`src/rtl/ps2_kbd_pkg.sv`:
```
// Shared scan-set-2 constants and prefix FSM encoding for the keyboard text stage.
package ps2_kbd_pkg;
    localparam logic [7:0] SC_BREAK    = 8'hF0;
    localparam logic [7:0] SC_EXT      = 8'hE0;
    localparam logic [7:0] SC_LSHIFT   = 8'h12;
    localparam logic [7:0] SC_RSHIFT   = 8'h59;
    localparam logic [7:0] SC_CAPS     = 8'h58;
    localparam logic [7:0] SC_ENTER    = 8'h5A;
    localparam logic [7:0] SC_BKSP     = 8'h66;
    localparam logic [7:0] ASCII_SPACE = 8'h20;

    localparam logic [1:0] ST_IDLE    = 2'd0;
    localparam logic [1:0] ST_BRK     = 2'd1;
    localparam logic [1:0] ST_EXT     = 2'd2;
    localparam logic [1:0] ST_EXT_BRK = 2'd3;
endpackage

```
`src/rtl/ps2_kbd_text_scan2ascii.sv`:
```
// Combinational scan-set-2 make code to ASCII lookup; 00 for unmapped codes.
module kbd_scan2ascii (
    input  logic [7:0] code,
    input  logic       shift,
    input  logic       caps,
    output logic [7:0] ascii
);
    logic       letter;
    logic [7:0] base;
    logic [7:0] alt;

    always_comb begin
        {letter, base, alt} = {1'b0, 8'h00, 8'h00};
        case (code)
            8'h1C: {letter, base, alt} = {1'b1, 8'h61, 8'h41};
            8'h32: {letter, base, alt} = {1'b1, 8'h62, 8'h42};
            8'h21: {letter, base, alt} = {1'b1, 8'h63, 8'h43};
            8'h23: {letter, base, alt} = {1'b1, 8'h64, 8'h44};
            8'h24: {letter, base, alt} = {1'b1, 8'h65, 8'h45};
            8'h2B: {letter, base, alt} = {1'b1, 8'h66, 8'h46};
            8'h34: {letter, base, alt} = {1'b1, 8'h67, 8'h47};
            8'h33: {letter, base, alt} = {1'b1, 8'h68, 8'h48};
            8'h43: {letter, base, alt} = {1'b1, 8'h69, 8'h49};
            8'h3B: {letter, base, alt} = {1'b1, 8'h6A, 8'h4A};
            8'h42: {letter, base, alt} = {1'b1, 8'h6B, 8'h4B};
            8'h4B: {letter, base, alt} = {1'b1, 8'h6C, 8'h4C};
            8'h3A: {letter, base, alt} = {1'b1, 8'h6D, 8'h4D};
            8'h31: {letter, base, alt} = {1'b1, 8'h6E, 8'h4E};
            8'h44: {letter, base, alt} = {1'b1, 8'h6F, 8'h4F};
            8'h4D: {letter, base, alt} = {1'b1, 8'h70, 8'h50};
            8'h15: {letter, base, alt} = {1'b1, 8'h71, 8'h51};
            8'h2D: {letter, base, alt} = {1'b1, 8'h72, 8'h52};
            8'h1B: {letter, base, alt} = {1'b1, 8'h73, 8'h53};
            8'h2C: {letter, base, alt} = {1'b1, 8'h74, 8'h54};
            8'h3C: {letter, base, alt} = {1'b1, 8'h75, 8'h55};
            8'h2A: {letter, base, alt} = {1'b1, 8'h76, 8'h56};
            8'h1D: {letter, base, alt} = {1'b1, 8'h77, 8'h57};
            8'h22: {letter, base, alt} = {1'b1, 8'h78, 8'h58};
            8'h35: {letter, base, alt} = {1'b1, 8'h79, 8'h59};
            8'h1A: {letter, base, alt} = {1'b1, 8'h7A, 8'h5A};
            8'h16: {letter, base, alt} = {1'b0, 8'h31, 8'h21};
            8'h1E: {letter, base, alt} = {1'b0, 8'h32, 8'h40};
            8'h26: {letter, base, alt} = {1'b0, 8'h33, 8'h23};
            8'h25: {letter, base, alt} = {1'b0, 8'h34, 8'h24};
            8'h2E: {letter, base, alt} = {1'b0, 8'h35, 8'h25};
            8'h36: {letter, base, alt} = {1'b0, 8'h36, 8'h5E};
            8'h3D: {letter, base, alt} = {1'b0, 8'h37, 8'h26};
            8'h3E: {letter, base, alt} = {1'b0, 8'h38, 8'h2A};
            8'h46: {letter, base, alt} = {1'b0, 8'h39, 8'h28};
            8'h45: {letter, base, alt} = {1'b0, 8'h30, 8'h29};
            8'h29: {letter, base, alt} = {1'b0, 8'h20, 8'h20};
            8'h0E: {letter, base, alt} = {1'b0, 8'h60, 8'h7E};
            8'h4E: {letter, base, alt} = {1'b0, 8'h2D, 8'h5F};
            8'h55: {letter, base, alt} = {1'b0, 8'h3D, 8'h2B};
            8'h54: {letter, base, alt} = {1'b0, 8'h5B, 8'h7B};
            8'h5B: {letter, base, alt} = {1'b0, 8'h5D, 8'h7D};
            8'h5D: {letter, base, alt} = {1'b0, 8'h5C, 8'h7C};
            8'h4C: {letter, base, alt} = {1'b0, 8'h3B, 8'h3A};
            8'h52: {letter, base, alt} = {1'b0, 8'h27, 8'h22};
            8'h41: {letter, base, alt} = {1'b0, 8'h2C, 8'h3C};
            8'h49: {letter, base, alt} = {1'b0, 8'h2E, 8'h3E};
            8'h4A: {letter, base, alt} = {1'b0, 8'h2F, 8'h3F};
            default: ;
        endcase
        // Caps only flips letters; punctuation follows Shift alone.
        ascii = (letter ? (shift ^ caps) : shift) ? alt : base;
    end
endmodule

```
`src/rtl/ps2_kbd_text.sv`:
```
// PS/2 scan bytes in, text-memory writes out: prefix FSM, modifier state and cursor tracking.
module ps2_kbd_text
    import ps2_kbd_pkg::*;
#(
    parameter int COLS   = 80,
    parameter int ROWS   = 60,
    parameter int ADDR_W = 13
) (
    input  logic              CLK_50M,
    input  logic              RESET_N,
    input  logic              code_tick,
    input  logic [7:0]        code,
    output logic              mem_we,
    output logic [ADDR_W-1:0] mem_addr,
    output logic [7:0]        mem_data,
    output logic [ADDR_W-1:0] cursor_addr,
    output logic              shift_o,
    output logic              caps_o
);
    localparam int CW = $clog2(COLS);
    localparam int RW = $clog2(ROWS);

    logic [1:0]        st_q, st_d;
    logic              lsh_q, lsh_d, rsh_q, rsh_d, caps_q, caps_d;
    logic [CW-1:0]     col_q, col_d;
    logic [RW-1:0]     row_q, row_d;
    logic [ADDR_W-1:0] cur_q, cur_d;
    logic              we_q, we_d;
    logic [ADDR_W-1:0] waddr_q, waddr_d;
    logic [7:0]        wdata_q, wdata_d;
    logic [7:0]        ascii;

    kbd_scan2ascii u_lut (
        .code  (code),
        .shift (lsh_q | rsh_q),
        .caps  (caps_q),
        .ascii (ascii)
    );

    always_comb begin
        st_d    = st_q;
        lsh_d   = lsh_q;
        rsh_d   = rsh_q;
        caps_d  = caps_q;
        col_d   = col_q;
        row_d   = row_q;
        cur_d   = cur_q;
        we_d    = 1'b0;
        waddr_d = waddr_q;
        wdata_d = wdata_q;
        if (code_tick) begin
            case (st_q)
                ST_IDLE: begin
                    if (code == SC_BREAK) st_d = ST_BRK;
                    else if (code == SC_EXT) st_d = ST_EXT;
                    else begin
                        case (code)
                            SC_LSHIFT: lsh_d  = 1'b1;
                            SC_RSHIFT: rsh_d  = 1'b1;
                            SC_CAPS:   caps_d = ~caps_q;
                            SC_ENTER: begin
                                col_d = '0;
                                if (row_q == RW'(ROWS - 1)) begin
                                    row_d = '0;
                                    cur_d = '0;
                                end else begin
                                    row_d = row_q + RW'(1);
                                    // Linear address tracks col/row without a multiplier.
                                    cur_d = cur_q + ADDR_W'(COLS) - ADDR_W'(col_q);
                                end
                            end
                            SC_BKSP: begin
                                we_d    = 1'b1;
                                wdata_d = ASCII_SPACE;
                                waddr_d = cur_q;
                                if (cur_q != '0) begin
                                    cur_d   = cur_q - ADDR_W'(1);
                                    waddr_d = cur_q - ADDR_W'(1);
                                    if (col_q == '0) begin
                                        col_d = CW'(COLS - 1);
                                        row_d = row_q - RW'(1);
                                    end else begin
                                        col_d = col_q - CW'(1);
                                    end
                                end
                            end
                            default: begin
                                if (ascii != 8'h00) begin
                                    we_d    = 1'b1;
                                    waddr_d = cur_q;
                                    wdata_d = ascii;
                                    if (col_q == CW'(COLS - 1)) begin
                                        col_d = '0;
                                        if (row_q == RW'(ROWS - 1)) begin
                                            row_d = '0;
                                            cur_d = '0;
                                        end else begin
                                            row_d = row_q + RW'(1);
                                            cur_d = cur_q + ADDR_W'(1);
                                        end
                                    end else begin
                                        col_d = col_q + CW'(1);
                                        cur_d = cur_q + ADDR_W'(1);
                                    end
                                end
                            end
                        endcase
                    end
                end
                ST_BRK: begin
                    if (code == SC_LSHIFT) lsh_d = 1'b0;
                    if (code == SC_RSHIFT) rsh_d = 1'b0;
                    st_d = ST_IDLE;
                end
                ST_EXT:  st_d = (code == SC_BREAK) ? ST_EXT_BRK : ST_IDLE;
                default: st_d = ST_IDLE;
            endcase
        end
    end

    always_ff @(posedge CLK_50M or negedge RESET_N) begin
        if (!RESET_N) begin
            st_q    <= ST_IDLE;
            lsh_q   <= 1'b0;
            rsh_q   <= 1'b0;
            caps_q  <= 1'b0;
            col_q   <= '0;
            row_q   <= '0;
            cur_q   <= '0;
            we_q    <= 1'b0;
            waddr_q <= '0;
            wdata_q <= '0;
        end else begin
            st_q    <= st_d;
            lsh_q   <= lsh_d;
            rsh_q   <= rsh_d;
            caps_q  <= caps_d;
            col_q   <= col_d;
            row_q   <= row_d;
            cur_q   <= cur_d;
            we_q    <= we_d;
            waddr_q <= waddr_d;
            wdata_q <= wdata_d;
        end
    end

    assign mem_we      = we_q;
    assign mem_addr    = waddr_q;
    assign mem_data    = wdata_q;
    assign cursor_addr = cur_q;
    assign shift_o     = lsh_q | rsh_q;
    assign caps_o      = caps_q;
endmodule
```
`config.mk`:
```
export PLATFORM = sky130hd
export DESIGN_NAME = ps2_kbd_text
export DESIGN_NICKNAME = d
export VERILOG_FILES = /design/src/rtl/ps2_kbd_pkg.sv /design/src/rtl/ps2_kbd_text_scan2ascii.sv /design/src/rtl/ps2_kbd_text.sv
export SDC_FILE = /design/constraint.sdc
export NUM_CORES = 1
export LEC_CHECK = 0
export CAP_MARGIN = 20
export CORE_ASPECT_RATIO = 0.75
export CORE_MARGIN = 1
export CORE_UTILIZATION = 39
export CTS_CLUSTER_DIAMETER = 150
export DETAILED_ROUTE_END_ITERATION = 7
export PLACE_DENSITY = 0.55
export SETUP_SLACK_MARGIN = 0.5
export SLEW_MARGIN = 20
export SYNTH_ARGS = -nofsm -noshare
export SYNTH_HDL_FRONTEND = slang
export SYNTH_SLANG_ARGS = --single-unit
```
`constraint.sdc`:
```
create_clock -name CLK_50M -period 3.5 [get_ports CLK_50M]
set_clock_uncertainty 0.15 [all_clocks]
set_input_delay 1.05 -clock CLK_50M [delete_from_list [all_inputs] [get_ports CLK_50M]]
set_output_delay 1.05 -clock CLK_50M [all_outputs]
set_load 0.02 [all_outputs]
```
==> results of run 1 <==
## state kept, by name, indices dropped and copies added (netlist names)
| register | flops |
|---|---|
| st_q | 2 |
| mem_we | 1 |
| col_q | 7 |
| caps_o | 1 |
| rsh_q | 1 |
| cursor_addr | 13 |
| lsh_q | 1 |
| row_q | 6 |
| mem_addr | 13 |
| mem_data | 7 |
## cells by family after synthesis
kind of cell / Yosys count
AO/OA/AOI/OAI: 227
XOR/XNOR: 27
adder cells (fa/ha/maj): 37
buffers and inverters: 94
flip-flops: 52
multiplexers: 13
other: 1
AND/OR/NAND/NOR: 296
## per-stage QoR
stage	instances	TNS, ns	worst slack (ns)
global placement	1090	-39.98	-0.960
global route	1134	-6.13	-0.213
CTS	1121	-3.70	-0.135
finish	1134	-1.70	-0.0943
detailed placement	1090	-39.13	-0.940
floorplan	747	-6.40	-0.202
## cell usage in the layout, fill, tap and decap left out, drive strengths merged, types with 7 or more instances in the layout
cell and n:
buf 219, nor2b 12, a31oi 15, nor2 78, nand2b 13, clkbuf 7, o211ai 8, nand2 54
nand3 27, dfrtp 52, nor3 31, o21ai 58, o31ai 10, or3 9, a21oi 70, nor4 12
ha 35, o22ai 10, xnor2 22, and3 13, inv 37, mux2i 8, clkdlybuf4s50 36
## layout make-up
cell class | count | area [µm²]
clock buffer | 5 | 125
clock inverter | 3 | 42.5
fill | 1213 | 5270
inverter | 37 | 139
multi-input combinational | 601 | 4320
sequential | 52 | 1300
tap | 175 | 219
timing repair buffer | 261 | 2380
## report_power, final
part | internal [W] | switching [W] | total (W)
clock network | 0.000337 | 0.000250 | 0.000587
logic | 0.00144 | 0.00169 | 0.00314
registers | 0.000802 | 0.000229 | 0.00103
## routing by layer
| metal | global-route usage (%) | share of wire [%] |
|---|---|---|
| met4 | 5.42 | 1.0 |
| met5 | 0 | 0 |
| met1 | 47.1 | 49 |
| met2 | 42.3 | 40 |
| met3 | 8.18 | 10 |
## final timing paths
check	start	to	slack, ns	cells after the start
hold / removal	st_q[0]$_DFFE_PN0P_	lsh_q$_DFFE_PN0P_	0.37	1
setup reg to reg	col_q[2]$_DFFE_PN0P_	cursor_addr[12]$_DFFE_PN0P_	0.05	12
max in group asynchronous	RESET_N	row_q[3]$_DFFE_PN0P_	1.86	2
hold reg to reg	st_q[0]$_DFFE_PN0P_	lsh_q$_DFFE_PN0P_	0.37	1
min in group asynchronous	RESET_N	mem_data[1]$_DFFE_PN0P_	0.64	1
setup / recovery	code[5]	cursor_addr[8]$_DFFE_PN0P_	-0.09	12
## timing repair
item | CTS | global route
setup buffers | 19 | 11
pin swaps | 32 | 20
gates resized for setup | 120 | 55
cloned | 4 | 2
setup endpoints to repair | 50 | 48
==> summary.txt, run 1 <==
Outcome -> finished with violations
Violations in the final reports -> setup timing
Main combinational cell family by area after synthesis -> simple AND/OR/NAND/NOR gates
Layout cells sized above 1 -> 34.6%
Cell with the most instances after synthesis -> nor2_1
P_leak -> 3.73 nW
Adder-cell share of the synthesized area -> 8.42%
Area added between synthesis and finish -> 53.4%
ANT nets after route -> 0
Vias in the first global route -> 6252
RSZ-0062 raised after global routing -> yes
Crit-path slowest cell -> or4b_4
Via count -> 6700
Layout Utilization -> 61.8%
Chip width -> 140 µm
Power Dens Cells -> 558 nW/µm²
Total die area -> 14700 µm²
Ys flop type -> dfrtp_1
Worst path top cell family by delay -> simple AND/OR/NAND/NOR gates
Gr usage total -> 30.7%
Core area -> 13800 µm²
Hold Fails Final Rpt -> 0
Design area -> 8520 µm²
Synth area leaders -> dfrtp_1 (23%), ha_1 (7.9%), a21oi_1 (6.2%)
DRT iter0 DRCs -> 723
Initial Util -> 40.3%
Global-route wire length before repair -> 35.0 mm
Synth async-reset ratio -> 100%
Max-Cap Viols -> 0
CTS max path bufs -> 2
H-tree depth -> 2
Syn nets -> 794
Post-synthesis simple-gate area fraction -> 28.2%
Die height -> 105 µm
Required @ worst endpoint -> 3.53 ns
Synth Area in XOR/XNOR -> 4.39%
Clock Pin Slew Worst Setup and Hold Paths -> 0.07 ns
Rows -> 37
Initial antenna violation count -> 0
Nature of the critical path startpoint -> input port
Syn Area/Cell -> 7.44 µm²
Crit path max fanout -> 8
Worst path max stage delay -> 0.54 ns
Max_slew headroom -> 51.8%
I/O Buffers -> 46
CTS sink cnt -> 52
Slew @ Worst Pin -> 0.723 ns
Synth Area in Compound Gates -> 25.8%
Num CTS Buffers -> 5
Seq/Total Area, Yosys -> 23.4%
Routed vias/inst -> 5.91
Post-synthesis instance area -> 5560 µm²
Routability cong. -> 1.03
Post-DR wirelength/cell -> 19.9 µm
Residual DRC count -> 0
TritonRoute pass-1 iters -> 7
Share of the synthesized area in the top cell type -> 23.4%
Synth cell types -> 76
Tmin final -> 3.59 ns
Top post-synthesis cells by count -> nor2_1 (78), a21oi_1 (69), o21ai_0 (56)
Mux share of post-synthesis cell area -> 2.45%
GRT overflow -> 0
Setup CP Type -> in -> reg
Fin. max-slew vios -> 0
Clock latency on the worst-skew pair -> 0.31 ns
CTS tree -> yes
WP data arrival -> 3.63 ns
Setup crit end kind -> flop
NumNets Final -> 1005
Synth Instances -> 747
Yosys reg bits -> 52
Largest net degree at the start of global routing -> 28
Synth area leader -> dfrtp_1
Area after DPL -> 7420 µm²
# setup viols final -> 38
Buffers & Inverters on Critical Path -> 3
Hold WS -> 0.367 ns
Post-CTS Hold Buffers -> 0
Final Power -> 0.00476 W
Post-DP HPWL -> 17.0 mm
Synth warn -> 0
FMAX -> 0.278 GHz
Worst path cell trace -> buf_8 > or4b_4 > or4_4 > a22oi_2 > nor3_2 > a32oi_2 > and3_4 > o21ai_4 > buf_12 > buf_16 > a2111oi_4 > a21oi_1
Class of the worst hold path -> reg -> reg
Final cycle utilization of the critical path -> 103%
Clk root buf -> clkbuf_16
Number of enable flip-flop cells after synthesis -> 0
N_diodes -> 0
I/O pin total -> 48
DRT Wirelength -> 22.5 mm
Peak supply drop -> 0.304 mV
Final worst setup slack -> -0.0943 ns
Power figures use the tool's default switching activity.
==> run 2, diff against run 1 <==
--- a/config.mk
+++ b/config.mk
@@ -12,8 +12,9 @@
 export CTS_CLUSTER_DIAMETER = 150
 export DETAILED_ROUTE_END_ITERATION = 7
 export PLACE_DENSITY = 0.55
-export SETUP_SLACK_MARGIN = 0.5
+export SETUP_SLACK_MARGIN = 0.15
 export SLEW_MARGIN = 20
 export SYNTH_ARGS = -nofsm -noshare
 export SYNTH_HDL_FRONTEND = slang
+export SYNTH_HIERARCHICAL = 1
 export SYNTH_SLANG_ARGS = --single-unit
==> run 2 against run 1 <==
Compared with the run above:
- the run still ends with setup timing left
- register-to-register slack got worse by 0.19 ns
- critical path depth grew 7
- sequential power fell by 13%
- synthesized cell count decreased by 3.3%
- clock power up 1%
- final cell count down 0.88%
- critical endpoint is now cursor_addr[7]$_DFFE_PN0P_
- largest cell class unchanged
- largest power group unchanged
==> summary.txt, run 2 <==
Initial Util -> 40.4%
I/O pin total -> 48
CTS sink cnt -> 53
Routed vias/inst -> 5.86
Setup crit end kind -> flop
GRT overflow -> 0
Syn nets -> 767
Design area -> 8610 µm²
Crit. Startpoint -> code[5]
Share of the synthesized area in the top cell type -> 23.6%
Clock Pin Slew Worst Setup and Hold Paths -> 0.07 ns
Layout cells sized above 1 -> 36.0%
CTS tree -> yes
Fin. max-slew vios -> 0
Cell repeated most along the worst path -> buf_6
Commonest non-fill, non-tap cell in the layout -> buf_4
Setup CP Type -> in -> reg
GR Util met1 -> 42.0%
Gr usage total -> 28.7%
Via count -> 6591
Vias in the first global route -> 6249
Rows -> 37
Global-route wire length before repair -> 33.5 mm
I/O Buffers -> 47
N_diodes -> 0
Max-Cap Viols -> 0
Post-DP HPWL -> 15.8 mm
Chip width -> 141 µm
Worst path cell trace -> buf_6 > buf_8 > buf_6 > or4b_4 > a211oi_4 > a311oi_4 > nand4_1 > buf_4 > mux2i_4 > buf_4 > nor2_4 > mux2i_2 > or4_4 > nor2_4 > a211oi_4 > buf_6 > buf_6 > o21ai_1 > a221o_1
Routability cong. -> 0.970
Final cycle utilization of the critical path -> 129%
Synth warn -> 6
Post-synthesis instance area -> 5610 µm²
Hold_sp -> rsh_q$_DFFE_PN0P_
Synth area leader -> dfrtp_1
Die height -> 106 µm
Grt peak-use layer -> met1
Peak supply drop -> 0.241 mV
Synth Instances -> 722
Crit-path slowest cell -> or4b_4
Violations in the final reports -> setup timing
Ys flop type -> dfrtp_1
Hold Fails Final Rpt -> 0
Core area -> 13900 µm²
RR Startpoint -> rsh_q$_DFFE_PN0P_
Area after DPL -> 7400 µm²
# setup viols final -> 48
FMAX -> 0.221 GHz
Initial antenna violation count -> 0
Post-DR wirelength/cell -> 19.0 µm
Filler cell count -> 1229
Worst path max stage delay -> 0.58 ns
Residual DRC count -> 0
Slew @ Worst Pin -> 0.699 ns
RSZ-0062 raised after global routing -> yes
CTS max path bufs -> 2
Power Dens Cells -> 401 nW/µm²
Max_slew headroom -> 53.4%
Outcome -> finished with violations
Final worst setup slack -> -1.02 ns
Nature of the critical path startpoint -> input port
Syn Area/Cell -> 7.77 µm²
TritonRoute pass-1 iters -> 5
Seq/Total Area, Yosys -> 23.6%
Crit path max fanout -> 8
Footprint of the multi-input gates -> 4330 µm²
ANT nets after route -> 0
Leading cell types in the layout, fill and taps excluded -> buf_4 (180), nand2_1 (63), dfrtp_1 (53), a21oi_1 (43), clkdlybuf4s50_1 (38)
Synth area leaders -> dfrtp_1 (24%), ha_1 (7.4%), nand2_1 (5.5%)
DRT iter0 DRCs -> 558
Fin cells -> 1124
Area added between synthesis and finish -> 53.5%
Top post-synthesis cells by count -> nand2_1 (82), dfrtp_1 (53), a21oi_1 (52)
Largest net degree at the start of global routing -> 27
Yosys reg bits -> 53
Clock latency on the worst-skew pair -> 0.30 ns
Synth async-reset ratio -> 100%
H-tree depth -> 2
Met2 GRT Util -> 41.8%
Synth cell types -> 89
Seq. cell area -> 1330 µm²
Required @ worst endpoint -> 3.54 ns
WP data arrival -> 4.56 ns
Class of the worst hold path -> reg -> reg
Total die area -> 14900 µm²
Met3 usage -> 8.02%
Placed cell count -> 1058
Clk root buf -> clkbuf_16
P_leak -> 3.79 nW
NumNets Final -> 993
Cell with the most instances after synthesis -> nand2_1
Num CTS Buffers -> 5
Number of enable flip-flop cells after synthesis -> 0
Tmin final -> 4.52 ns
Post-CTS Hold Buffers -> 0
DRT Wirelength -> 21.4 mm
-- run 2: area by class of cell --
| class | count | share of cell area [%] |
|---|---|---|
| timing repair buffer | 266 | 28.2 |
| tap | 175 | 2.54 |
| clock buffer | 6 | 1.61 |
| multi-input combinational | 588 | 50.3 |
| sequential | 53 | 15.4 |
| inverter | 34 | 1.51 |
| clock inverter | 2 | 0.436 |
-- run 2: kinds of logic after synthesis --
kind of cell / synth area share, %
buffers and inverters: 6.11
AO/OA/AOI/OAI: 27.8
adder cells (fa/ha/maj): 7.71
other: 0.0668
AND/OR/NAND/NOR: 28.8
XOR/XNOR: 4.37
multiplexers: 1.54
flip-flops: 23.6
-- run 2: what timing repair did --
action / in CTS / in global routing
gates resized for setup: 93 / 68
setup endpoints to repair: 48 / 48
hold endpoints to repair: 0 / 0
setup buffers: 43 / 7
pin swaps: 39 / 41
cloned: 4 / 4
-- run 2: metrics by stage --
stage	TNS, ns	hold WS [ns]	setup WS (ns)	utilization, %	power, W
after floorplan	-25.59	0.291	-0.609	-	0.00195
after global placement	-71.45	0.311	-1.62	53.3	0.00257
after detailed placement	-73.89	0.321	-1.69	53.3	0.00260
after CTS	-39.70	0.337	-0.880	59.3	0.00334
after global routing	-51.80	0.359	-1.16	62.0	0.00368
final	-44.21	0.329	-1.02	62.0	0.00345
-- run 2: worst max-delay path: cells and delay by family --
kind	cells	cell delay, ns
and+or+nand+nor	5	1.11
AOI/OAI and AO/OA	5	1.09
buffers and inverters	7	0.93
muxes	2	0.36
-- run 2: per-layer routing --
layer / up-vias / wire length [µm]
li1: 3131 / -
met1: 3140 / 10300
met2: 289 / 8850
met3: 31 / 1920
met4: 0 / 310
met5: - / 0
-- run 2: power by group --
group | internal [W] | leakage (nW) | switching (W)
Sequential | 0.000727 | 0.696 | 0.000166
Combinational | 0.000934 | 3.01 | 0.00103
Clock | 0.000358 | 0.0831 | 0.000236
-- run 2: final timing paths --
kind / depth (start not counted) / slack [ns] / end
worst max-delay path: 19 / -1.02 / cursor_addr[7]$_DFFE_PN0P_
worst min-delay path: 2 / 0.33 / rsh_q$_DFFE_PN0P_
worst max register to register: 13 / -0.14 / cursor_addr[7]$_DFFE_PN0P_
worst min register to register: 2 / 0.33 / rsh_q$_DFFE_PN0P_
max in group asynchronous: 2 / 1.86 / caps_o$_DFFE_PN0P_
min in group asynchronous: 1 / 0.65 / mem_addr[3]$_DFFE_PN0P_
==> run 3, diff against run 2 <==
--- a/config.mk
+++ b/config.mk
@@ -5,7 +5,7 @@
 export SDC_FILE = /design/constraint.sdc
 export NUM_CORES = 1
 export LEC_CHECK = 0
-export CAP_MARGIN = 20
+export CAP_MARGIN = 5
 export CORE_ASPECT_RATIO = 0.75
 export CORE_MARGIN = 1
 export CORE_UTILIZATION = 39
==> results of run 3 <==
Final layout, timing and power as in run 2 (identical DEF).
